<file path="src/rtl/grande_risco5_amo_unit.sv">
// rtl/grande_risco5_amo_unit.sv - RV32A atomic responder: AMO read-modify-write, LR/SC with a single reservation
module grande_risco5_amo_unit #(
    parameter int DATA_WIDTH = 32,
    parameter int ADDR_WIDTH = 32
) (
    input  logic                  clk,
    input  logic                  rst_n,
    input  logic                  start_i,
    input  logic [6:0]            opcode_i,
    input  logic [2:0]            funct3_i,
    input  logic [4:0]            funct5_i,
    input  logic [ADDR_WIDTH-1:0] addr_i,
    input  logic [DATA_WIDTH-1:0] rs2_i,
    output logic                  busy_o,
    output logic                  done_o,
    output logic                  err_o,
    output logic [DATA_WIDTH-1:0] rd_data_o,
    output logic                  mem_rd_o,
    output logic                  mem_wr_o,
    output logic [ADDR_WIDTH-1:0] mem_addr_o,
    output logic [DATA_WIDTH-1:0] mem_wdata_o,
    input  logic [DATA_WIDTH-1:0] mem_rdata_i,
    input  logic                  mem_ack_i,
    input  logic                  snoop_wr_i,
    input  logic [ADDR_WIDTH-1:0] snoop_addr_i
);

    localparam logic [6:0] ATOMIC_OPCODE = 7'b0101111;
    localparam logic [2:0] FUNCT3_W      = 3'b010;

    localparam logic [4:0] F5_ADD  = 5'b00000;
    localparam logic [4:0] F5_SWAP = 5'b00001;
    localparam logic [4:0] F5_LR   = 5'b00010;
    localparam logic [4:0] F5_SC   = 5'b00011;
    localparam logic [4:0] F5_XOR  = 5'b00100;
    localparam logic [4:0] F5_OR   = 5'b01000;
    localparam logic [4:0] F5_AND  = 5'b01100;
    localparam logic [4:0] F5_MIN  = 5'b10000;
    localparam logic [4:0] F5_MAX  = 5'b10100;
    localparam logic [4:0] F5_MINU = 5'b11000;
    localparam logic [4:0] F5_MAXU = 5'b11100;

    localparam int WA = ADDR_WIDTH - 2;

    typedef enum logic [1:0] {
        ST_IDLE  = 2'd0,
        ST_READ  = 2'd1,
        ST_WRITE = 2'd2,
        ST_DONE  = 2'd3
    } state_t;

    state_t                state_q, state_d;
    logic [WA-1:0]         addr_q, addr_d;
    logic [DATA_WIDTH-1:0] rs2_q, rs2_d;
    logic [4:0]            funct5_q, funct5_d;
    logic [DATA_WIDTH-1:0] wdata_q, wdata_d;
    logic [DATA_WIDTH-1:0] rd_data_q, rd_data_d;
    logic                  err_q, err_d;
    logic                  resv_valid_q, resv_valid_d;
    logic [WA-1:0]         resv_addr_q, resv_addr_d;

    logic                  f5_legal;
    logic                  req_err;
    logic                  sc_hit;
    logic [DATA_WIDTH-1:0] amo_new;
    logic                  snoop_lsb_unused;

    // Byte offset of a snooped store is irrelevant: reservations are word granular.
    assign snoop_lsb_unused = ^snoop_addr_i[1:0];

    // Decode legality of the incoming request and whether an SC would hit the reservation.
    always_comb begin
        f5_legal = 1'b0;
        case (funct5_i)
            F5_ADD, F5_SWAP, F5_LR, F5_SC, F5_XOR, F5_OR, F5_AND,
            F5_MIN, F5_MAX, F5_MINU, F5_MAXU: f5_legal = 1'b1;
            default:                          f5_legal = 1'b0;
        endcase
        req_err = (opcode_i != ATOMIC_OPCODE) || (funct3_i != FUNCT3_W) ||
                  !f5_legal || (addr_i[1:0] != 2'b00);
        sc_hit  = resv_valid_q && (resv_addr_q == addr_i[ADDR_WIDTH-1:2]);
    end

    // New memory value for an AMO, from the old word on the bus and the latched rs2.
    always_comb begin
        amo_new = rs2_q;
        case (funct5_q)
            F5_SWAP: amo_new = rs2_q;
            F5_ADD:  amo_new = mem_rdata_i + rs2_q;
            F5_XOR:  amo_new = mem_rdata_i ^ rs2_q;
            F5_AND:  amo_new = mem_rdata_i & rs2_q;
            F5_OR:   amo_new = mem_rdata_i | rs2_q;
            F5_MIN:  amo_new = ($signed(mem_rdata_i) < $signed(rs2_q)) ? mem_rdata_i : rs2_q;
            F5_MAX:  amo_new = ($signed(mem_rdata_i) > $signed(rs2_q)) ? mem_rdata_i : rs2_q;
            F5_MINU: amo_new = (mem_rdata_i < rs2_q) ? mem_rdata_i : rs2_q;
            F5_MAXU: amo_new = (mem_rdata_i > rs2_q) ? mem_rdata_i : rs2_q;
            default: amo_new = rs2_q;
        endcase
    end

    // Sequencer next state; the snoop clear is applied last so it beats a same-cycle LR ack.
    always_comb begin
        state_d      = state_q;
        addr_d       = addr_q;
        rs2_d        = rs2_q;
        funct5_d     = funct5_q;
        wdata_d      = wdata_q;
        rd_data_d    = rd_data_q;
        err_d        = err_q;
        resv_valid_d = resv_valid_q;
        resv_addr_d  = resv_addr_q;

        case (state_q)
            ST_IDLE: begin
                if (start_i) begin
                    addr_d   = addr_i[ADDR_WIDTH-1:2];
                    rs2_d    = rs2_i;
                    funct5_d = funct5_i;
                    err_d    = 1'b0;
                    if (req_err) begin
                        err_d     = 1'b1;
                        rd_data_d = '0;
                        state_d   = ST_DONE;
                    end else if (funct5_i == F5_SC) begin
                        resv_valid_d = 1'b0;
                        if (sc_hit) begin
                            wdata_d   = rs2_i;
                            rd_data_d = '0;
                            state_d   = ST_WRITE;
                        end else begin
                            rd_data_d = DATA_WIDTH'(1);
                            state_d   = ST_DONE;
                        end
                    end else begin
                        state_d = ST_READ;
                    end
                end
            end
            ST_READ: begin
                if (mem_ack_i) begin
                    rd_data_d = mem_rdata_i;
                    if (funct5_q == F5_LR) begin
                        resv_valid_d = 1'b1;
                        resv_addr_d  = addr_q;
                        state_d      = ST_DONE;
                    end else begin
                        wdata_d = amo_new;
                        state_d = ST_WRITE;
                    end
                end
            end
            ST_WRITE: begin
                if (mem_ack_i) begin
                    if (resv_valid_q && (resv_addr_q == addr_q)) begin
                        resv_valid_d = 1'b0;
                    end
                    state_d = ST_DONE;
                end
            end
            ST_DONE: begin
                state_d = ST_IDLE;
            end
            default: state_d = ST_IDLE;
        endcase

        if (snoop_wr_i && (snoop_addr_i[ADDR_WIDTH-1:2] == resv_addr_d)) begin
            resv_valid_d = 1'b0;
        end
    end

    // State and datapath registers.
    always_ff @(posedge clk or negedge rst_n) begin
        if (!rst_n) begin
            state_q      <= ST_IDLE;
            addr_q       <= '0;
            rs2_q        <= '0;
            funct5_q     <= '0;
            wdata_q      <= '0;
            rd_data_q    <= '0;
            err_q        <= 1'b0;
            resv_valid_q <= 1'b0;
            resv_addr_q  <= '0;
        end else begin
            state_q      <= state_d;
            addr_q       <= addr_d;
            rs2_q        <= rs2_d;
            funct5_q     <= funct5_d;
            wdata_q      <= wdata_d;
            rd_data_q    <= rd_data_d;
            err_q        <= err_d;
            resv_valid_q <= resv_valid_d;
            resv_addr_q  <= resv_addr_d;
        end
    end

    assign busy_o      = (state_q != ST_IDLE);
    assign done_o      = (state_q == ST_DONE);
    assign err_o       = err_q && (state_q == ST_DONE);
    assign rd_data_o   = rd_data_q;
    assign mem_rd_o    = (state_q == ST_READ);
    assign mem_wr_o    = (state_q == ST_WRITE);
    assign mem_addr_o  = {addr_q, 2'b00};
    assign mem_wdata_o = wdata_q;

endmodule
</file>
<file path="config.mk">
export PLATFORM = sky130hd
export DESIGN_NAME = grande_risco5_amo_unit
export DESIGN_NICKNAME = d
export VERILOG_FILES = /design/src/rtl/grande_risco5_amo_unit.sv
export SDC_FILE = /design/constraint.sdc
export NUM_CORES = 1
export LEC_CHECK = 0
export CAP_MARGIN = 10
export CORE_MARGIN = 1.5
export CORE_UTILIZATION = 53
export DETAILED_ROUTE_END_ITERATION = 12
export PLACE_DENSITY = 0.82
export RECOVER_POWER = 25
export SYNTH_ARGS = -nofsm -noshare
export SYNTH_HDL_FRONTEND = slang
export SYNTH_SLANG_ARGS = --single-unit
</file>
<file path="constraint.sdc">
create_clock -name clk -period 4.3 [get_ports clk]
set_clock_uncertainty 0.2 [all_clocks]
set_input_delay 0.43 -clock clk [delete_from_list [all_inputs] [get_ports clk]]
set_output_delay 0.43 -clock clk [all_outputs]
set_load 0.02 [all_outputs]
</file>
==> impl_metrics.csv <==
group,metric,value,unit
run_status,outcome,"finished with violations",
run_status,violations,"capacitance limit, slew limit",
critical_path,rr_worst_depth,13,
cts,cts_root_buf,"clkbuf_16",
global_route,grt_max_degree,104,
power_and_ir_drop,p_total,11700,µW
floorplan,dieArea,0.0240,mm²
critical_path,start_kind,"primary input",
finish,multi_input_area,0.00753,mm²
finish,final_cell_mix,"clkdlybuf4s50_1 (243), dfrtp_1 (165), buf_4 (125)",
logic_synthesis,syn_area,0.0123,mm²
placement,dp_hpwl,30.4,mm
timing,layout_setup_ws,0.205,ns
timing,worstMarginPinSlew,2.70,ns
timing,setup_viol,0,
logic_synthesis,synth_largest_area_cell,"dfrtp_1",
placement,place.port_buffers,244,
timing,max_freq,244,MHz
finish,drive_above_1_share,0.170,
cts,cts_buffers,17,
critical_path,cp-end-kind,"flop",
routing,firstDrtPassIters,8,
floorplan,die_y,155,µm
critical_path,critical_path_class,"primary input to flop",
cts,cts_buffer_depth,2,
hold_path,min_from,"rd_data_o[16]",
logic_synthesis,ys_warn_count,0,
cts,clock_sink_count,165,
power_and_ir_drop,max-vdd-ir-drop,0.472,mV
routing,drtAntennaViolNets,0,
logic_synthesis,synth.distinct_cells,78,
global_route,grt_pass1_vias,12000,
critical_path,cpPeakStageDelay,0.57,ns
power_and_ir_drop,p_leak,0.00726,µW
placement,pre_cts_ws,-0.320,ns
floorplan,start_util,0.541,
floorplan,row_count,55,
timing,grt_setup_unrepaired,"false",
logic_synthesis,ys_seq_area_frac,0.337,
critical_path,r2r_start,"rs2_q[27]",
finish,layout_commonest_cell,"clkdlybuf4s50_1",
cts,clkLatencyLatePin,0.45,ns
timing,max_slew_margin,-0.803,
cts,htreeDepth,4,
timing,finalMaxSlewViolations,103,
critical_path,reg2reg_setup_slack,0.22,ns
floorplan,coreArea,0.0226,mm²
finish,register_area,0.00413,mm²
critical_path,critPathMaxFanout,4,
routing,drc_errors,0,
logic_synthesis,synth_ff_type,"dfrtp_1",
routing,drtIter0Drc,863,
logic_synthesis,yosys-top-cells-area,"dfrtp_1 (34%), ha_1 (10%), mux2_2 (8.9%)",
logic_synthesis,syn-instance-count,1325,
floorplan,dieWidth,155,µm
logic_synthesis,synthArstFlopShare,1.00,
finish,syn_to_final_growth,34.1,%
logic_synthesis,synth_seq_cells,165,
finish,fin_nets,1893,
critical_path,cp_cell_sequence,"clkdlybuf4s50_1 > inv_1 > ha_1 > nor4_4 > nand4_1 > or4b_1 > a31o_2 > a21oi_2 > nand2b_2 > mux2i_4 > buf_4 > a221oi_1 > or4_1 > o21ai_1",
critical_path,required,4.48,ns
logic_synthesis,syn_area_per_cell,9.25,µm²
flow_run,drv_cap,1,
critical_path,critPathSlowestCell,"or4b_1",
timing,hold_viol_final,0,
placement,gp_congestion,0.953,
cts,clkTransAtPathRegs,0.08,ns
floorplan,io_pins,249,
critical_path,r2r-end,"mem_wdata_o[5]",
timing,post-route-period-util,0.952,
timing,period_needed,4.10,ns
cts,tritoncts,"done",
routing,avgRoutedWirePerCell,20.9,µm
global_route,overflow,0,
hold_path,hold_path.class,"flop to flop",
critical_path,critPathArrivalTime,4.27,ns
power_and_ir_drop,powerDensity,714,mW/mm²
timing,finalSetupTns,0,ns
routing,wl,40.5,mm
routing,viasPerCell,6.08,
global_route,antenna_found_initial,1,
global_route,grt_pass1_wl,64.6,mm
routing,dr_total_vias,11800,
finish,fillers,1680,
logic_synthesis,yosysTopAreaCellShare,0.337,
hold_path,hold-path-cell-count,2,
logic_synthesis,synth-edff-count,0,
global_route,grt_util_all_layers,0.343,
hold_path,whs_endpoint,"rd_data_o[16]",
## state kept, by name, summed over array words and instances (netlist names)
| name | cells |
|---|---|
| err_q | 1 |
| rs2_q | 32 |
| addr_q | 30 |
| state_q | 2 |
| rd_data_o | 32 |
| resv_valid_q | 1 |
| resv_addr_q | 30 |
| funct5_q | 5 |
| mem_wdata_o | 32 |
## critical path, delay by kind of cell
family,cells,cell delay [ns]
multiplexers,1,0.32
AO/OA/AOI/OAI,4,0.58
AND/OR/NAND/NOR,5,1.85
adder cells (fa/ha/maj),1,0.34
buffers and inverters,3,0.74
## metrics by stage
| stage | utilization | std cells | hold slack (ns) | cell area [µm²] |
|---|---|---|---|---|
| 5_1_grt | 0.726 | 1941 | 0.301 | 16400 |
| 2_1_floorplan | - | 1326 | -0.0656 | 12300 |
| 3_3_place_gp | 0.697 | 1906 | 0.259 | 15800 |
| 3_5_place_dp | 0.697 | 1906 | 0.265 | 15800 |
| 6_report | 0.726 | 1942 | 0.275 | 16400 |
| 4_1_cts | 0.725 | 1939 | 0.282 | 16400 |
## cells in the mapped netlist (all sizes together) (10+ instances only)
cell type / count
dfrtp: 165
nand2: 104
ha: 101
mux2: 97
inv: 89
a21oi: 79
o21ai: 71
xnor2: 65
nor2: 62
clkbuf: 56
xor2: 49
o31ai: 37
a221oi: 29
a31oi: 24
nand4: 23
nand3: 22
nor4: 21
mux2i: 20
buf: 19
a21o: 18
nor3: 17
o211ai: 13
a211oi: 12
nor2b: 11
o21a: 11
and3: 10
## per-layer routing
metal | vias up | track usage | wire length (µm)
met2 | 568 | 0.577 | 19300
met4 | 0 | 0.126 | 1220
met5 | - | 0 | 0
met1 | 5704 | 0.433 | 16600
li1 | 5449 | - | -
met3 | 96 | 0.0760 | 3400
## report_power, final
part           total, µW  switching (µW)  internal, µW  leakage (µW)
Clock               1610             814           801      0.000302
Combinational       7300            4060          3240       0.00490
Sequential          2820             638          2190       0.00206
Total              11700            5510          6230       0.00726
## logic make-up (layout without fill, tap and decap cells)
| logic type | after synthesis | in the layout | synth area share |
|---|---|---|---|
| other | 1 | 3 | 0.000306 |
| buffers and inverters | 166 | 496 | 0.0524 |
| xor gates and xnor gates | 114 | 114 | 0.0815 |
| adders and majority gates | 102 | 102 | 0.105 |
| AOI/OAI and AO/OA | 364 | 364 | 0.201 |
| and+or+nand+nor | 296 | 296 | 0.118 |
| muxes | 117 | 117 | 0.106 |
| DFF | 165 | 165 | 0.337 |
## layout make-up
cell class	count	area share
Antenna cell	1	0.000152
Multi-Input combinational cell	995	0.458
Timing Repair Buffer	373	0.210
Inverter	91	0.0208
Tap cell	285	0.0217
Clock inverter	15	0.0124
Clock buffer	17	0.0259
Sequential cell	165	0.251
## worst max path at each step
stage               startpoint        endpoint  cells past startpoint
2_1_floorplan  mem_rdata_i[29]  mem_wdata_o[6]                     14
3_3_place_gp   mem_rdata_i[30]  mem_wdata_o[1]                     14
3_5_place_dp   mem_rdata_i[30]  mem_wdata_o[1]                     14
4_1_cts              rs2_q[27]  mem_wdata_o[1]                     13
5_1_grt              rs2_q[27]  mem_wdata_o[6]                     13
6_report       mem_rdata_i[30]  mem_wdata_o[5]                     14
## timing repair
| action | 4_1_cts | 5_1_grt |
|---|---|---|
| endpoints found under the setup margin | 0 | 9 |
| hold buffers | 1 | 0 |
| endpoints found under the hold margin | 102 | 0 |
| gates resized for setup | 0 | 2 |
| setup buffers | 0 | 2 |
Note: power is estimated with default switching activity, not from simulation.
